--- config.mk ---
export PLATFORM = sky130hd
export DESIGN_NAME = scan_decoder
export DESIGN_NICKNAME = d
export VERILOG_FILES = /design/src/rtl/scan_decoder_pkg.sv /design/src/rtl/onehot_decoder.sv /design/src/rtl/scan_decoder.sv
export SDC_FILE = /design/constraint.sdc
export NUM_CORES = 1
export LEC_CHECK = 0
export ABC_AREA = 1
export BUFFER_PORTS_ARGS = -buffer_cell sky130_fd_sc_hd__buf_2
export CAP_MARGIN = 15
export CORE_UTILIZATION = 45
export CTS_CLUSTER_DIAMETER = 60
export DETAILED_ROUTE_END_ITERATION = 16
export PLACE_DENSITY = 0.61
export SLEW_MARGIN = 25
export SYNTH_ARGS = -nofsm -noshare
export SYNTH_HDL_FRONTEND = slang
export SYNTH_SLANG_ARGS = --single-unit
--- constraint.sdc ---
create_clock -name clk -period 3.4 [get_ports clk]
set_clock_uncertainty 0.1 [all_clocks]
set_input_delay 1.02 -clock clk [delete_from_list [all_inputs] [get_ports clk]]
set_output_delay 1.02 -clock clk [all_outputs]
set_load 0.005 [all_outputs]
--- src/rtl/scan_decoder_pkg.sv ---
// Shared display definitions: index-width helper, select polarity codes and
// digit-rate prescale defaults for the 50 MHz board clock.
package scan_decoder_pkg;

    localparam int POL_ACTIVE_HIGH = 0;
    localparam int POL_ACTIVE_LOW  = 1;

    localparam int BOARD_CLK_HZ   = 50_000_000;
    localparam int PRESCALE_1KHZ  = BOARD_CLK_HZ / 1000;
    localparam int PRESCALE_500HZ = BOARD_CLK_HZ / 500;

    // Bits needed to hold 0..n-1, never less than one.
    function automatic int clog2(input int n);
        int r;
        r = 0;
        while ((1 << r) < n) r = r + 1;
        return (r < 1) ? 1 : r;
    endfunction

endpackage

--- src/rtl/onehot_decoder.sv ---
// Combinational index-to-one-hot decoder with enable; no latency, no flow control.
// Out-of-range indices decode to all zeros.
module onehot_decoder
    import scan_decoder_pkg::*;
#(
    parameter int N = 8,
    localparam int SEL_W = clog2(N)
) (
    input  logic             en_i,
    input  logic [SEL_W-1:0] sel_i,
    output logic [N-1:0]     y_o
);

    always_comb begin
        y_o = '0;
        for (int i = 0; i < N; i++) begin
            y_o[i] = en_i && (sel_i == SEL_W'(i));
        end
    end

endmodule

--- src/rtl/scan_decoder.sv ---
// Time-multiplexed digit-select scanner with per-slot blanking and direct override.
// All outputs registered one cycle after the cnt/idx state they describe.
module scan_decoder
    import scan_decoder_pkg::*;
#(
    parameter int N          = 8,
    parameter int PRESCALE   = PRESCALE_1KHZ,
    parameter int BLANK      = 2,
    parameter int ACTIVE_LOW = POL_ACTIVE_HIGH,
    localparam int SEL_W     = clog2(N)
) (
    input  logic             clk,
    input  logic             reset_n,
    input  logic             enable,
    input  logic             hold,
    input  logic             force_en,
    input  logic [SEL_W-1:0] force_sel,
    output logic [N-1:0]     Y,
    output logic [SEL_W-1:0] S,
    output logic             frame_start
);

    localparam int CNT_W = clog2(PRESCALE);
    localparam logic [N-1:0] Y_OFF = (ACTIVE_LOW != 0) ? {N{1'b1}} : {N{1'b0}};

    if (N < 2 || N > 32 || PRESCALE < 1 || BLANK < 0 || BLANK >= PRESCALE ||
        (ACTIVE_LOW != 0 && ACTIVE_LOW != 1)) begin : g_bad_params
        $fatal(1, "scan_decoder: illegal parameter combination");
    end

    logic [CNT_W-1:0] cnt_q, cnt_d, cnt_adv;
    logic [SEL_W-1:0] idx_q, idx_d, idx_adv;
    logic [N-1:0]     y_q, y_d;
    logic [SEL_W-1:0] s_q, s_d;
    logic             fs_q, fs_d;

    logic             last_cnt;
    logic             dec_en;
    logic [SEL_W-1:0] dec_sel;
    logic [N-1:0]     dec_y;

    assign last_cnt = (cnt_q == CNT_W'(PRESCALE - 1));
    assign cnt_adv  = last_cnt ? '0 : cnt_q + 1'b1;
    assign idx_adv  = !last_cnt ? idx_q :
                      (idx_q == SEL_W'(N - 1)) ? '0 : idx_q + 1'b1;

    // Override bypasses blanking; live scan is dark for the first BLANK cycles of a slot.
    assign dec_sel = force_en ? force_sel : idx_q;
    assign dec_en  = force_en || (int'(cnt_q) >= BLANK);

    onehot_decoder #(.N(N)) u_dec (
        .en_i  (dec_en),
        .sel_i (dec_sel),
        .y_o   (dec_y)
    );

    always_comb begin
        cnt_d = cnt_q;
        idx_d = idx_q;
        y_d   = y_q;
        s_d   = s_q;
        fs_d  = 1'b0;
        if (!enable) begin
            cnt_d = '0;
            idx_d = '0;
            y_d   = Y_OFF;
            s_d   = '0;
        end else if (force_en) begin
            if (!hold) begin
                cnt_d = cnt_adv;
                idx_d = idx_adv;
            end
            y_d = dec_y ^ Y_OFF;
            s_d = force_sel;
        end else if (!hold) begin
            cnt_d = cnt_adv;
            idx_d = idx_adv;
            y_d   = dec_y ^ Y_OFF;
            s_d   = idx_q;
            fs_d  = (cnt_q == '0) && (idx_q == '0);
        end
    end

    always_ff @(posedge clk) begin
        if (!reset_n) begin
            cnt_q <= '0;
            idx_q <= '0;
            y_q   <= Y_OFF;
            s_q   <= '0;
            fs_q  <= 1'b0;
        end else begin
            cnt_q <= cnt_d;
            idx_q <= idx_d;
            y_q   <= y_d;
            s_q   <= s_d;
            fs_q  <= fs_d;
        end
    end

    assign Y           = y_q;
    assign S           = s_q;
    assign frame_start = fs_q;

endmodule

# Word level (Yosys, flattened, before mapping)
# Index checks and enable logic that the tools add are counted.
totals:
  inputBits: 8
  out_inout_bits: 12
  elab_cells: 44
  register_bits: 31
op_classes:
  bitwise: 3
  magnitude_cmp: 1
  n_mux: 7
  add_sub_neg: 2
  eq_ne: 10
  reduce_logical: 16
ops:
  columns: ["cell", "count"]
  rows:
  - ["$add A16 B1 Y16 const B", 1]
  - ["$eq A16 B16 Y1 const B", 1]
  - ["$ge A16 B2 Y1 const B", 1]
  - ["$logic_not A16 Y1", 1]
  - ["$mux W16", 1]
  - ["$mux W8", 2]
  - ["$eq A3 B3 Y1 const B", 5]
  - ["$mux W3", 4]
  - ["$logic_and A1 B1 Y1", 9]
  - ["$eq A3 B2 Y1 const B", 2]
  - ["$logic_not A3 Y1", 2]
  - ["$reduce_and A2 Y1", 2]
  - ["$reduce_or A4 Y1", 1]
  - ["$add A3 B1 Y3 const B", 1]
  - ["$eq A3 B1 Y1 const B", 1]
  - ["$not A1 Y1", 3]
  - ["$ne A2 B1 Y1 const B", 1]
  - ["$logic_or A1 B1 Y1", 1]

# Longest topological paths before layout
# Gate-level depths: netlist (run 1).
depth:
  ltp_word: 5
  mapped_depth: 9
  ltp_nobuf: 8

# Modules after synthesis
# Synthesis (run 1) repeated with hierarchy kept, for this count alone.
hier_totals:
  hier_cells: 239
  hier_area_um2: 1570.3
by_module_without_submodules:
  columns: ["module", "instances", "area_each_um2", "seq_area_each_um2", "cells_each"]
  rows:
  - ["scan_decoder", 1, 1506.4, 620.6, 222]
  - ["onehot_decoder", 1, 63.8, 0.0, 17]

# Least setup slack after synthesis (run 1)
# No wires, ideal clock.
synth_path:
  path_type: "input to register"
  from: "input port hold"
  to: "register cnt_q[14]"
  path_slack_ns: 1.480
  setup_ns: 0.118
  arrival_time_ns: 1.702
  required_time_ns: 3.182
  n_path_buf: 1
  stages: 9
  path_cell_list: "buf_6 -> inv_6 -> nand2_2 -> nor2_2 -> nand2_2 -> nor2_4 -> nor2_2 -> nand2_1 -> nor2_1"
synth_lines:
  columns: ["item", "line_no", "source"]
  rows:
  - ["start: declaration", "scan_decoder.sv:15", "input logic hold,"]
  - ["end signal: assignment", "scan_decoder.sv:92", "cnt_q <= cnt_d;"]
  - ["end: declaration", "scan_decoder.sv:31", "logic [CNT_W-1:0] cnt_q, cnt_d, cnt_adv;"]

==> run summary, run 1 <==
Largest net degree at the start of global routing = 17
Met3 WL = 101 µm
Starting Density = 46.8%
Crit start category = input port
Cells after Synth = 246
Crit. Startpoint = hold
First-pass DRT Iterations = 4
# IOs = 20
Post-synthesis mux area share = 0%
Clk_lat worst skew = 0.28 ns
Simple-Gate Fraction of Synth Area = 42.9%
Post_cts resized = 0
Crit path time final = 1.86 ns
Largest cells by area after synthesis = dfxtp_1, nand2_1, nor2_1
# Post-CTS Setup Buffers = 0
Post-synth EDFFs = 0
Met2 wire length = 1.60 mm
Multi-input gate area in the final layout = 966 µm²
CTS max path bufs = 2
Outcome = finished, final reports clean
Grt total ovfl = 0
Final setup TNS = 0 ns
Async set or reset register ratio after synthesis = 0%
DRT met1 WL = 1.75 mm
Final period util = 54.8%
Final Hold Viols = 0
Vias in the first global route = 1406
Share of cells above drive strength 1 = 22.9%
Crit path required time = 3.47 ns
Top-count cell post-synth = nand2_1
Fmax = 536 MHz
Final Non-Filler Cells = 319
Cts hold-fix bufs = 0
WL/cell = 11.0 µm
Crit Path Class = input port to flop
Detail Placement HPWL = 2.62 mm
TritonCTS Sinks = 31
Via-to-Cell Ratio = 4.72
Register area = 621 µm²
Num rows = 22
Initial DRC Count = 84
Max Transition Viols Final = 0
DIE WIDTH = 63.7 µm
Unique cell type count in the Yosys netlist = 26
Clk slew on worst S/H paths = 0.07 ns
Synthesized area per cell = 6.96 µm²
TritonCTS Buffers = 5
GRT Overall Usage = 19.6%
Die height = 63.7 µm
WP data arrival = 1.94 ns
Total number of vias = 1507
Slew headroom = 77.1%
Placed cells = 311
Final setup viols = 0
Hold path startpoint = Y[1]
Top-area cell type share of the netlist area = 36.3%
Max-cap viol count = 0
Uppermost layer routed = met4
DRC Markers = 0
Seq/Total Area, Yosys = 36.3%
Die area = 4050 µm²
CP Max Fanout = 10
Dominant combinational cell family by area after synthesis = simple AND/OR/NAND/NOR gates
Synth Area in XOR/XNOR = 1.54%
Synth warn = 0
Mapped Area = 1710 µm²
Fill cells = 375
Hold Crit Class = flop to flop
Largest area contributor in the netlist = dfxtp_1
Crit path capture type = flop
Least-Margin Pin Slew = 0.340 ns
Syn-to-layout area delta = 15.1%
Compound-Gate Fraction of Synth Area = 7.60%
Max VDD drop = 262 µV
RSZ-0062 raised after global routing = false
Post-DRT Antenna Nets = 0
Pwr Density = 404 nW/µm²
Post-synth net total = 260
GPL Wtd Cong = 0.810
Leakage = 0.803 nW
Most frequent cells after synthesis = nand2_1, nor2_1, dfxtp_1
# diodes = 0
R2r setup slk = 1.81 ns
Synth Register Bits = 31
Reg-to-Reg Start = cnt_q[1]
CTS tree = built
Nets@finish = 284
Routed wire length = 3.51 mm
Clk root buf = clkbuf_8
Primary FF master, synth = dfxtp_1
Max H-tree Level = 2
First-pass GRT wire length = 6.11 mm
Initial antenna violation count = 0
CORE AREA = 3660 µm²
Area share of fa/ha/maj cells after synthesis = 4.39%
Port Buffers = 19
per-stage QoR:
stage          hold WS, ns  area (µm²)  util (%)  power, mW  setup slack, ns
4_1_cts              0.364        1970      53.8      0.806             1.53
6_report             0.362        1970      53.8      0.795             1.54
3_3_place_gp         0.351        1850      50.6      0.424             1.19
5_1_grt              0.382        1970      53.8      0.833             1.44
3_5_place_dp         0.353        1850      50.6      0.424             1.23
2_1_floorplan        0.362        1710         -      0.410             1.48
sequential cells by signal, indices dropped and copies added (netlist names):
| name | flops |
|---|---|
| cnt_q | 16 |
| Y | 8 |
| S | 3 |
| idx_q | 3 |
| frame_start | 1 |
worst paths after layout:
| path | endpoint | cells past startpoint |
|---|---|---|
| max | cnt_q[14] | 9 |
| min | Y[1] | 2 |
| min reg2reg | Y[1] | 2 |
| max reg2reg | cnt_q[10] | 7 |
critical path, cell delays in order:
cell and delay [ns]:
buf_2 0.20, inv_6 0.11, nand2_2 0.05, nor2_2 0.11, nand2_2 0.08, nor2_4 0.16, nor2_2 0.08, nand2_1 0.08
nor2_1 0.04
logic make-up (layout without fill, tap and decap cells):
group,after synthesis,count (layout)
fa+ha+maj,6,6
simple gates,150,150
flops,31,31
compound gates,26,26
xor+xnor,3,3
buf+inv,30,55
layer usage:
layer | vias to the layer above | track usage [%]
met3 | 5 | 5.43
met1 | 657 | 23.0
met2 | 20 | 33.0
li1 | 825 | -
met5 | - | 0
met4 | 0 | 8.52
cell type report:
class | instances | share of cell area, %
multi-input cells | 185 | 49.0
flip-flops and latches | 31 | 31.5
inverters | 28 | 5.59
repair buffers | 19 | 4.83
clock buffers | 6 | 4.19
well taps | 48 | 3.05
clock inverters | 2 | 1.78
power breakdown:
| part | internal, mW | switching [mW] |
|---|---|---|
| Clock | 0.237 | 0.142 |
| Sequential | 0.367 | 0.00251 |
| Combinational | 0.0147 | 0.0321 |
cell usage in the layout (no fill, tap or decap), drive strengths merged:
cell	count
a21oi	16
and2	1
buf	19
bufinv	1
clkbuf	6
clkinv	2
dfxtp	31
ha	6
inv	27
nand2	67
nand3	13
nand4	4
nor2	54
nor3	9
nor3b	1
nor4b	1
o21ai	10
xor2	3
No activity file was read; power rests on OpenSTA's default activity.
==> run 2, diff against run 1 <==
Settings changed: ABC_AREA 1 to 0, PLACE_DENSITY 0.61 to 0.62.
Clock period 3.4 ns to 1.78 ns, I/O delays scaled along.
==> run summary, run 2 <==
Async set or reset register ratio after synthesis = 0% (unchanged)
Clk_lat worst skew = 0.33 ns (was 0.28 ns)
Via-to-Cell Ratio = 5.60 (was 4.72)
Crit path time final = 1.67 ns
Top reg by flops = cnt_q (unchanged)
Reg-to-Reg End = idx_q[0] (was cnt_q[10])
Max-cap viol count = 0 (unchanged)
Die area = 3520 µm² (was 4050 µm²)
Max VDD drop = 429 µV (was 262 µV)
Cells after Synth = 157 (was 246)
CORE AREA = 3080 µm² (was 3660 µm²)
Synthesized area per cell = 9.42 µm² (was 6.96 µm²)
Reg-to-Reg Start = cnt_q[11] (was cnt_q[1])
Placed cells = 228 (was 311)
Starting Density = 48.0% (was 46.8%)
RSZ-0062 raised after global routing = false (unchanged)
Least-Margin Pin Slew = 0.478 ns (was 0.340 ns)
Vias in the first global route = 1206 (was 1406)
Max H-tree Level = 2 (unchanged)
Seq/Total Area, Yosys = 42.0% (was 36.3%)
GPL Wtd Cong = 0.824 (was 0.810)
Primary FF master, synth = dfxtp_1 (unchanged)
Grt total ovfl = 0 (unchanged)
Post-synth EDFFs = 0 (unchanged)
Hold endpoint = Y[5] (was Y[1])
Hold path startpoint = Y[5] (was Y[1])
# IOs = 20 (unchanged)
Most common cell after layout, fill and taps aside = dfxtp_1 (was nand2_1)
Unique cell type count in the Yosys netlist = 38 (was 26)
CTS tree = built (unchanged)
GRT Overall Usage = 20.8% (was 19.6%)
Cts hold-fix bufs = 0 (unchanged)
TritonCTS Sinks = 31 (unchanged)
R2r setup slk = 0.11 ns (was 1.81 ns)
TritonCTS Buffers = 5 (unchanged)
Largest cells by area after synthesis = dfxtp_1, xnor2_1, nor2_1 (was dfxtp_1, nand2_1, nor2_1)
Post-DRT Antenna Nets = 0 (unchanged)
Clk slew on worst S/H paths = 0.10 ns (was 0.07 ns)
Pwr Density = 755 nW/µm² (was 404 nW/µm²)
Max Transition Viols Final = 0 (unchanged)
WL/cell = 13.6 µm (was 11.0 µm)
Initial antenna violation count = 0 (unchanged)
Final setup viols = 0 (unchanged)
DRC Markers = 0 (unchanged)
CP Max Fanout = 5 (was 10)
Cell depth of the worst hold path = 1 (was 2)
First-pass GRT wire length = 5.41 mm (was 6.11 mm)
Syn-to-layout area delta = 21.9% (was 15.1%)
Crit path capture type = flop (unchanged)
Synth Register Bits = 31 (unchanged)
Most frequent cells after synthesis = dfxtp_1, nor2_1, xnor2_1 (was nand2_1, nor2_1, dfxtp_1)
Hold Crit Class = flop to flop (unchanged)
Final Hold Viols = 0 (unchanged)
Initial DRC Count = 66 (was 84)
Final period util = 94.0%
Fmax = 597 MHz
# Post-CTS Setup Buffers = 0 (unchanged)
Crit Path Class = flop to flop (was input port to flop)
Crit. Startpoint = cnt_q[11] (was hold)
DIE WIDTH = 59.3 µm (was 63.7 µm)
Largest area contributor in the netlist = dfxtp_1 (unchanged)
Detail Placement HPWL = 2.46 mm (was 2.62 mm)
Reg2Reg Depth = 4 (was 7)
Port Buffers = 19 (unchanged)
Top-area cell type share of the netlist area = 42.0% (was 36.3%)
Mapped Area = 1480 µm² (was 1710 µm²)
Largest net degree at the start of global routing = 16 (was 17)
Total number of vias = 1322 (was 1507)
Crit start category = flop (was input port)
Nets@finish = 205 (was 284)
CTS max path bufs = 2 (unchanged)
Routed wire length = 3.20 mm (was 3.51 mm)
Crit path required time = 1.94 ns (was 3.47 ns)
Outcome = finished, final reports clean (unchanged)
First-pass DRT Iterations = 4 (unchanged)
Leakage = 0.715 nW (was 0.803 nW)
Power, Total = 1.36 mW (was 795 µW)
Largest register FFs = 16 (unchanged)
Synth warn = 0 (unchanged)
Top-count cell post-synth = dfxtp_1 (was nand2_1)
Post-synth net total = 171 (was 260)
Final Non-Filler Cells = 236 (was 319)
Most frequent cells in the layout = dfxtp_1, nor2_1, buf_2 (was nand2_1, nor2_1, dfxtp_1)
Clk root buf = clkbuf_4 (was clkbuf_8)
Share of cells above drive strength 1 = 24.0% (was 22.9%)
Post_cts resized = 0 (unchanged)
Slew headroom = 68.0% (was 77.1%)
# diodes = 0 (unchanged)
WP data arrival = 1.84 ns (was 1.94 ns)
Num rows = 20 (was 22)
Die height = 59.3 µm (was 63.7 µm)
## run 2: cell types whose count changed in the layout (fill, tap and decap cells not counted), sizes merged, moves of 4 or more
cell / delta
a211oi: +4
a21oi: -13
a22o: +8
buf: +11
inv: -20
nand2: -63
nand3: -5
nor2: -33
nor3: -4
nor4: +6
o21ai: -7
o32ai: +4
xnor2: +10
## run 2: layer usage
layer / part of all wire [%] / track usage, % / vias to the layer above
met1: 49 / 27.8 / 630
li1: - / - / 654
met4: 2.0 / 7.82 / 0
met5: 0 / 0 / -
met2: 45 / 30.3 / 29
met3: 4.4 / 7.64 / 9
## run 2: logic make-up after synthesis
kind of cell | after synthesis | share of synthesized area [%]
compound gates | 28 | 15.0
simple gates | 66 | 25.6
flops | 31 | 42.0
buf+inv | 10 | 2.62
fa+ha+maj | 6 | 5.08
mux | 2 | 1.44
xor+xnor | 14 | 8.29
## run 2: through the flow
step	worst slack (ns)	hold slack [ns]	cell area, µm²	setup TNS (ns)	utilization [%]
after global placement	-0.117	0.355	1710	-0.586	55.6
after floorplan	0.0908	0.361	1480	0	-
final	0.106	0.382	1800	0	58.6
after global routing	0.00178	0.391	1800	0	58.6
after CTS	0.109	0.383	1800	0	58.4
after detailed placement	-0.144	0.355	1710	-0.801	55.6
## run 2: cell type report
type | count | area, µm²
sequential | 31 | 621
multi-input combinational | 116 | 825
fill | 298 | 1270
clock buffer | 6 | 51.3
clock inverter | 2 | 35.0
inverter | 7 | 26.3
tap | 44 | 55.1
timing repair buffer | 30 | 190
## run 2: critical path: stages, from the launching register on
cell,delay [ns]
dfxtp_1,0.38
nor4_4,0.32
nand4_2,0.21
or4_1,0.44
a21oi_1,0.17
## run 2: how the worst max path moves through the flow
stage                            to  slack (ns)  depth (start not counted)
final                      idx_q[0]        0.11                          4
after global routing      cnt_q[14]       0.002                          5
after CTS                  idx_q[0]        0.11                          4
after detailed placement       Y[1]       -0.14                          5
after global placement         Y[3]       -0.12                          5
after floorplan                Y[7]        0.09                          5
## run 2: where the power goes
group	leakage (nW)	total [mW]	switching (mW)	internal (mW)
logic	0.417	0.0837	0.0457	0.0380
clock network	0.0482	0.574	0.242	0.332
registers	0.250	0.704	0.00444	0.700
